===== config.mk =====
export PLATFORM = sky130hd
export DESIGN_NAME = lcd_win_ctrl
export DESIGN_NICKNAME = d
export VERILOG_FILES = /design/src/rtl/lcd_pkg.sv /design/src/rtl/lcd_img_ram.sv /design/src/rtl/lcd_win_ctrl.sv
export SDC_FILE = /design/constraint.sdc
export NUM_CORES = 1
export LEC_CHECK = 0
export CAP_MARGIN = 15
export CORE_UTILIZATION = 35
export CTS_CLUSTER_DIAMETER = 60
export CTS_CLUSTER_SIZE = 10
export DETAILED_ROUTE_END_ITERATION = 8
export GPL_TIMING_DRIVEN = 0
export PLACE_DENSITY = 0.61
export REMOVE_ABC_BUFFERS = 1
export SYNTH_ARGS = -nofsm -noshare
export SYNTH_HDL_FRONTEND = slang
export SYNTH_HIERARCHICAL = 1
export SYNTH_SLANG_ARGS = --single-unit

===== constraint.sdc =====
create_clock -name clk -period 3.63 [get_ports clk]
set_input_delay 0.726 -clock clk [delete_from_list [all_inputs] [get_ports clk]]
set_output_delay 0.726 -clock clk [all_outputs]
set_load 0.01 [all_outputs]

===== src/rtl/lcd_pkg.sv =====
// Shared command codes and controller states for the LCD window controller.
package lcd_pkg;

    localparam logic [2:0] CMD_REFLASH = 3'd0;
    localparam logic [2:0] CMD_LOAD    = 3'd1;
    localparam logic [2:0] CMD_RIGHT   = 3'd2;
    localparam logic [2:0] CMD_LEFT    = 3'd3;
    localparam logic [2:0] CMD_UP      = 3'd4;
    localparam logic [2:0] CMD_DOWN    = 3'd5;
    localparam logic [2:0] CMD_CENTRE  = 3'd6;
    localparam logic [2:0] CMD_MIRROR  = 3'd7;

    typedef enum logic [1:0] {IDLE, LOAD, MOVE, OUT} state_t;

endpackage


===== src/rtl/lcd_img_ram.sv =====
// Image buffer: synchronous write, asynchronous read, storage not reset.
module lcd_img_ram #(
    parameter int DW    = 8,
    parameter int DEPTH = 36,
    parameter int AW    = 6
) (
    input  logic          clk,
    input  logic          we,
    input  logic [AW-1:0] waddr,
    input  logic [DW-1:0] wdata,
    input  logic [AW-1:0] raddr,
    output logic [DW-1:0] rdata
);

    logic [DW-1:0] mem [DEPTH];

    always_ff @(posedge clk) begin
        if (we) mem[waddr] <= wdata;
    end

    assign rdata = mem[raddr];

endmodule


===== src/rtl/lcd_win_ctrl.sv =====
// LCD window controller: loads an IMG_H x IMG_W image, streams a WIN x WIN window.
// Optional horizontal mirror (cmd 7) enabled by defining LCD_MIRROR_EN.
module lcd_win_ctrl
    import lcd_pkg::*;
#(
    parameter int DW    = 8,
    parameter int IMG_W = 6,
    parameter int IMG_H = 6,
    parameter int WIN   = 3
) (
    input  logic          clk,
    input  logic          reset,
    input  logic [DW-1:0] datain,
    input  logic [2:0]    cmd,
    input  logic          cmd_valid,
    output logic [DW-1:0] dataout,
    output logic          output_valid,
    output logic          busy
);

    localparam int N    = IMG_W * IMG_H;
    localparam int AW   = $clog2(N);
    localparam int XW   = $clog2(IMG_W);
    localparam int YW   = $clog2(IMG_H);
    localparam int WW   = (WIN > 1) ? $clog2(WIN) : 1;
    localparam int XMAX = IMG_W - WIN;
    localparam int YMAX = IMG_H - WIN;
    localparam int CX   = (IMG_W - WIN + 1) / 2;
    localparam int CY   = (IMG_H - WIN + 1) / 2;

    state_t        state;
    logic [2:0]    op;
    logic [AW-1:0] lcnt;
    logic [XW-1:0] ox;
    logic [YW-1:0] oy;
    logic [WW-1:0] r, c, cc;
    logic          fin;
    logic          mirror;
    logic          we;
    logic [AW-1:0] raddr;
    logic [DW-1:0] rdata;

`ifndef LCD_MIRROR_EN
    assign mirror = 1'b0;
`endif

    assign we    = (state == LOAD);
    assign cc    = mirror ? (WW'(WIN - 1) - c) : c;
    assign raddr = AW'((int'(oy) + int'(r)) * IMG_W + int'(ox) + int'(cc));

    lcd_img_ram #(.DW(DW), .DEPTH(N), .AW(AW)) u_ram (
        .clk   (clk),
        .we    (we),
        .waddr (lcnt),
        .wdata (datain),
        .raddr (raddr),
        .rdata (rdata)
    );

    always_ff @(posedge clk or posedge reset) begin
        if (reset) begin
            state        <= IDLE;
            op           <= CMD_REFLASH;
            lcnt         <= '0;
            ox           <= XW'(CX);
            oy           <= YW'(CY);
            r            <= '0;
            c            <= '0;
            fin          <= 1'b0;
            dataout      <= '0;
            output_valid <= 1'b0;
            busy         <= 1'b0;
`ifdef LCD_MIRROR_EN
            mirror       <= 1'b0;
`endif
        end else begin
            case (state)
                IDLE: if (cmd_valid) begin
                    busy  <= 1'b1;
                    op    <= cmd;
                    lcnt  <= '0;
                    r     <= '0;
                    c     <= '0;
                    fin   <= 1'b0;
                    state <= (cmd == CMD_LOAD) ? LOAD : MOVE;
                end
                LOAD: begin
                    if (lcnt == AW'(N - 1)) begin
                        ox    <= XW'(CX);
                        oy    <= YW'(CY);
`ifdef LCD_MIRROR_EN
                        mirror <= 1'b0;
`endif
                        state <= OUT;
                    end else begin
                        lcnt <= lcnt + 1'b1;
                    end
                end
                MOVE: begin
                    // Moves saturate at the legal origin range but still emit a window.
                    case (op)
                        CMD_RIGHT:  if (ox != XW'(XMAX)) ox <= ox + 1'b1;
                        CMD_LEFT:   if (ox != '0)        ox <= ox - 1'b1;
                        CMD_UP:     if (oy != '0)        oy <= oy - 1'b1;
                        CMD_DOWN:   if (oy != YW'(YMAX)) oy <= oy + 1'b1;
                        CMD_CENTRE: begin
                            ox <= XW'(CX);
                            oy <= YW'(CY);
                        end
`ifdef LCD_MIRROR_EN
                        CMD_MIRROR: mirror <= ~mirror;
`endif
                        default: ;
                    endcase
                    state <= OUT;
                end
                OUT: begin
                    if (fin) begin
                        output_valid <= 1'b0;
                        busy         <= 1'b0;
                        state        <= IDLE;
                    end else begin
                        dataout      <= rdata;
                        output_valid <= 1'b1;
                        if (c == WW'(WIN - 1)) begin
                            c <= '0;
                            if (r == WW'(WIN - 1)) fin <= 1'b1;
                            else                   r   <= r + 1'b1;
                        end else begin
                            c <= c + 1'b1;
                        end
                    end
                end
                default: state <= IDLE;
            endcase
        end
    end

endmodule


-- After elaboration in Yosys (flattened, before gate mapping)
Memories as Yosys holds them, arrays and structs flattened. A register that Yosys moved wholly into a read port is not among the register bits.
Index checks and enable logic that the tools add are counted.
- register bits after elaboration: 24
- memory bits (writable): 288
- bits of input ports: 14
- output and inout port bits: 10
- word-level logic and storage cells: 102
- memories: 1
- memories (name ; words ; width ; rd ports ; clocked after memory_dff ; wr ports ; line ; text):
    u_ram.mem ; 36 ; 8 ; 1 ; 1 ; 1 ; lcd_img_ram.sv:15 ; logic [DW-1:0] mem [DEPTH];
- add/sub/neg operators: 10
- multiply operators: 1
- equal/unequal tests: 27
- muxes and demuxes: 36
- bitwise logic cells: 1
- reductions and logical operators: 16
- operators by type and width (cell ; count):
    $mux W2 ; 10
    $pmux W3 S3 ; 2
    $mux W3 ; 5
    $reduce_and A5 Y1 ; 3
    $ne A2 B2 Y1 const B ; 7
    $mux W6 ; 2
    $ne A3 B3 Y1 const B ; 4
    $pmux W3 S2 ; 2
    $pmux W6 S2 ; 1
    $reduce_and A3 Y1 ; 4
    $eq A3 B3 Y1 const B ; 3
    $mux W1 ; 9
    $eq A2 B2 Y1 const B ; 4
    $pmux W2 S2 ; 2
    $pmux W2 S4 ; 1
    $add A3 B1 Y3 const B ; 2
    $add A6 B1 Y6 const B ; 1
    $add A6 B2 Y6 ; 1
    $add A6 B3 Y6 ; 1
    $eq A3 B2 Y1 const B ; 2
    $eq A6 B6 Y1 const B ; 1
    $ne A3 B2 Y1 const B ; 2
    $reduce_and A2 Y1 ; 3
    $reduce_bool A2 Y1 ; 3
    12 further kinds ; 16

-- Logic depth before layout (Yosys ltp)
- depth after elaboration: 5
- mapped depth: 15

-- Hierarchy
Netlist, hierarchy kept.
- modules (own cells, without submodules) (module ; times used ; cells each ; area each (um2) ; sequential area each (um2)):
    lcd_img_ram ; 1 ; 622 ; 11553.6 ; 8648.3
    lcd_win_ctrl ; 1 ; 199 ; 2058.2 ; 803.3

-- Least setup slack after synthesis
No wires, ideal clock.
- path type: flip-flop to flip-flop
- from: register oy[0]
- to: register dataout[5], read port of u_ram.mem
- setup time: 0.125 ns
- arrival time: 3.705 ns
- required time: 3.505 ns
- setup slack: -0.200 ns
- stages on the path, launching flop included: 15
- clock period less this slack: 3.830 ns
- path through: dfrtp_1 ha_1 fa_1 ha_1 inv_1 fa_1 inv_1 ha_1 a21o_1 nand2_1 xor3_1 buf_1 buf_1 o41ai_2 mux2_2
- word-level cells in the longest chain between the ends: 4
- ends and longest elaborated chain (item ; line ; text):
    start: declaration ; lcd_win_ctrl.sv:35 ; logic [YW-1:0] oy;
    start signal: assignment ; lcd_win_ctrl.sv:66 ; oy <= YW'(CY);
    start signal: assignment ; lcd_win_ctrl.sv:90 ; oy <= YW'(CY);
    start signal: assignment ; lcd_win_ctrl.sv:104 ; CMD_UP: if (oy != '0) oy <= oy - 1'b1;
    $add A3 B2 Y4 ; lcd_win_ctrl.sv:49 ; assign raddr = AW'((int'(oy) + int'(r)) * IMG_W + int'(ox) + int'(cc));
    $mul A4 B2 Y5 ; lcd_win_ctrl.sv:49 ;
    $add A6 B3 Y6 ; lcd_win_ctrl.sv:49 ;
    $add A6 B2 Y6 ; lcd_win_ctrl.sv:49 ;
    net raddr[5] ; lcd_win_ctrl.sv:40 ; logic [AW-1:0] raddr;
    end: declaration ; lcd_win_ctrl.sv:16 ; output logic [DW-1:0] dataout,
The timed path passes the listed nets, and every way through them passes these cells.
A chain may end at the register's enable or synchronous reset.

-- Worst setup path in the final report
- from: register oy[0]
- to: register dataout[1], read port of u_ram.mem
The elaborated chain is that of the path after synthesis.

==> flow_summary.json <==
{
  "finalSetupViolations": 8,
  "critPathMaxFanout": 14,
  "dpl.hpwl_um": 18190,
  "startpoint": "oy[0]",
  "cts_max_path_buffers": 3,
  "postSynthAreaPerCell_um2": 16.58,
  "clock_latency_of_the_later_clocked_register_in_the_worst_skew_pair_ns": 0.52,
  "yosys.area.top_type_share": 0.6354,
  "portBuffers": 23,
  "final_net_count": 916,
  "yosys_warnings": 6,
  "area.sequential_um2": 9453,
  "timing.critical_path.slowest_stage_cell": "sky130_fd_sc_hd__fa_2",
  "postSynth.asyncResetShare": 0.1000,
  "die_w_um": 199.2,
  "critical-path-top-cell-by-count": "sky130_fd_sc_hd__ha_4",
  "timing.max_cap.violations": 0,
  "tightestPinTransition_ns": 0.8747,
  "synth.top_cells.by_area": "sky130_fd_sc_hd__edfxtp_1 64%, sky130_fd_sc_hd__mux2i_1 9.5%, sky130_fd_sc_hd__dfrtp_1 5.5%",
  "post-synth-top-area-cell": "sky130_fd_sc_hd__edfxtp_1",
  "antenna_found_initial": 0,
  "htreeDepth": 2,
  "floorplan.rows": 71,
  "min_period_over_period": 1.066,
  "clock.fmax_mhz": 258.4,
  "path_clk_slew_ns": 0.05,
  "weighted_congestion_at_the_end_of_routability_driven_global_placement": 0.7802,
  "critPathLaunchType": "register",
  "root_buffer_master": "sky130_fd_sc_hd__clkbuf_16",
  "holdBufCountCts": 0,
  "crit_family": "adder cells",
  "multi_input_comb_area_um2": 4170,
  "drt_pass1_iterations": 5,
  "post_route_cells_drive_above_1_share": 0.1933,
  "design.portCount": 24,
  "fin_setup_tns_ns": -1.535,
  "numCtsBuffers": 38,
  "post_synth_most_frequent_cells": "288 x sky130_fd_sc_hd__edfxtp_1, 129 x sky130_fd_sc_hd__mux2i_1, 50 x sky130_fd_sc_hd__nor2_1",
  "cp_cell_sequence": "ha_4, fa_2, ha_4, ha_4, fa_2, buf_6, nor2b_4, buf_16, a22o_1, a221oi_2, o22ai_2, o41ai_2, mux2_4",
  "netlist_area_um2": 13610,
  "post_synthesis_cell_type_count": 60,
  "minimum_period_implied_by_the_final_worst_setup_slack_ns": 3.869,
  "drc_violations_left": 0,
  "headroom_to_the_max_slew_limit": 0.4147,
  "die-area_um2": 39680,
  "worst_hold_startpoint": "busy",
  "grt_max_degree": 53,
  "grt_util_all_layers": 0.1517,
  "end_kind": "register",
  "drt_first_iter_violations": 508,
  "finalMaxSlewViolations": 0,
  "finalClockSkew_ns": 0.01799,
  "cp.arrival_ns": 4.32,
  "synth-seq-area-share": 0.6944,
  "routedWlPerCell_um": 20.84,
  "timing.critical_path.buf_inv": 2,
  "diodes_inserted": 0,
  "number_of_synthesized_register_bits": 320,
  "min-delay-path-class": "reg -> reg",
  "floorplan.core_area_um2": 37930,
  "wirelength_um": 29410,
  "synth_top_flop_cell": "sky130_fd_sc_hd__edfxtp_1",
  "route.vias.total": 7335,
  "hold_viol": 0,
  "clock_sink_count": 320,
  "worst_r2r_startpoint": "oy[0]",
  "area_delta_synth_final_pct": 18.99,
  "avgViaCountPerCell": 5.198,
  "initial_utilization": 0.3588,
  "grt_overflow": 0,
  "dieHeight_um": 199.2,
  "rsz0062_at_grt": "yes",
  "detail-route-antenna-nets": 0,
  "critical-path-max-stage-delay_ns": 0.66,
  "post_synth_edffs": 288,
  "grt_first_pass_wirelength_um": 44070,
  "post-route-worst-setup-slack_ns": -0.2393,
  "syn_inst": 821,
  "synth.most_common_cell": "sky130_fd_sc_hd__edfxtp_1",
  "critPathKind": "reg -> reg",
  "run_status": "complete, but fails checks",
  "filler_cell_count": 3320,
  "via_count_of_the_first_global_routing_pass": 7355,
  "data_required_time_of_the_worst_path_ns": 4.08,
  "violations": "negative setup slack",
  "tritoncts": "yes",
  "setup.reg_to_reg.worst_slack_ns": -0.24
}
-- cell families after synthesis --
| group | share of synthesized area |
|---|---|
| compound gates | 0.08218 |
| mux | 0.1197 |
| xor+xnor | 0.007537 |
| fa+ha+maj | 0.02353 |
| flops | 0.6944 |
| simple gates | 0.04707 |
| buf+inv | 0.02565 |
-- area by class of cell --
class / instances / share of cell area
inverter: 12 / 0.002781
clock inverter: 5 / 0.004249
multi-input combinational: 452 / 0.2575
timing repair buffer: 56 / 0.04844
clock buffer: 55 / 0.06396
tap: 511 / 0.03947
sequential: 320 / 0.5836
-- worst reg2reg max path: cells and delay by family (launching register included) --
family                   cells  cell delay [ns]
multiplexers                 1             0.22
adder cells (fa/ha/maj)      5             1.86
AND/OR/NAND/NOR              1             0.06
flip-flops                   1             0.42
buffers and inverters        2             0.31
AO/OA/AOI/OAI                4             0.92
-- timing repair --
action                                  in CTS  in global routing
resized for setup                           59                  5
setup buffers                               20                  0
endpoints found under the setup margin       8                  8
hold endpoints to repair                     0                  0
pin swaps                                   25                  0
cloned                                       2                  0
-- layout by cell type (no fill, tap or decap), types with 10 or more instances in the layout --
cell,netlist,routed
sky130_fd_sc_hd__a21oi_1,24,10
sky130_fd_sc_hd__a21oi_2,0,13
sky130_fd_sc_hd__a22o_1,19,18
sky130_fd_sc_hd__a22oi_1,32,31
sky130_fd_sc_hd__buf_16,0,10
sky130_fd_sc_hd__buf_4,10,12
sky130_fd_sc_hd__clkbuf_1,8,16
sky130_fd_sc_hd__clkbuf_16,0,40
sky130_fd_sc_hd__clkdlybuf4s50_1,0,23
sky130_fd_sc_hd__dfrtp_1,30,29
sky130_fd_sc_hd__edfxtp_1,288,288
sky130_fd_sc_hd__ha_1,16,12
sky130_fd_sc_hd__inv_1,12,11
sky130_fd_sc_hd__mux2i_1,129,129
sky130_fd_sc_hd__nand2_1,31,30
sky130_fd_sc_hd__nor2_1,50,49
sky130_fd_sc_hd__o21ai_0,14,14
-- worst paths after layout --
path,to,cells past startpoint
worst max-delay path,dataout[1],13
worst min-delay path,busy,2
worst max register to register,dataout[1],13
worst min register to register,busy,2
max in group asynchronous,oy[0],2
min in group asynchronous,state[1],2
-- per-stage QoR --
| step | hold WS [ns] | worst slack, ns | cell area [µm²] | util | instances |
|---|---|---|---|---|---|
| detailed placement | 0.5279 | -1.037 | 14500 | 0.3822 | 1327 |
| finish | 0.5495 | -0.2393 | 16200 | 0.4270 | 1411 |
| global placement | 0.5356 | -4.733 | 14180 | 0.3738 | 1316 |
| global route | 0.5852 | -0.3593 | 16200 | 0.4270 | 1411 |
| floorplan | 0.4878 | -2.474 | 13310 | - | 782 |
| CTS | 0.5501 | -0.1892 | 16130 | 0.4253 | 1409 |
-- flip-flops by register name, summed over array words and instances (netlist names) --
name	flops
r	2
dataout	8
u_ram/mem	288
c	2
op	3
lcnt	6
busy	1
state	2
oy	3
output_valid	1
fin	1
ox	3
-- layer usage --
metal,up-vias,GRT usage,share of wire
met5,-,0.007663,0.0014
met4,2,0.04615,0.022
met3,51,0.02295,0.045
met2,188,0.2506,0.48
met1,3742,0.2048,0.45
li1,3352,-,-
Power is not shown: default switching activity piles up to over one toggle a cycle in this logic, so the estimate is an artifact.
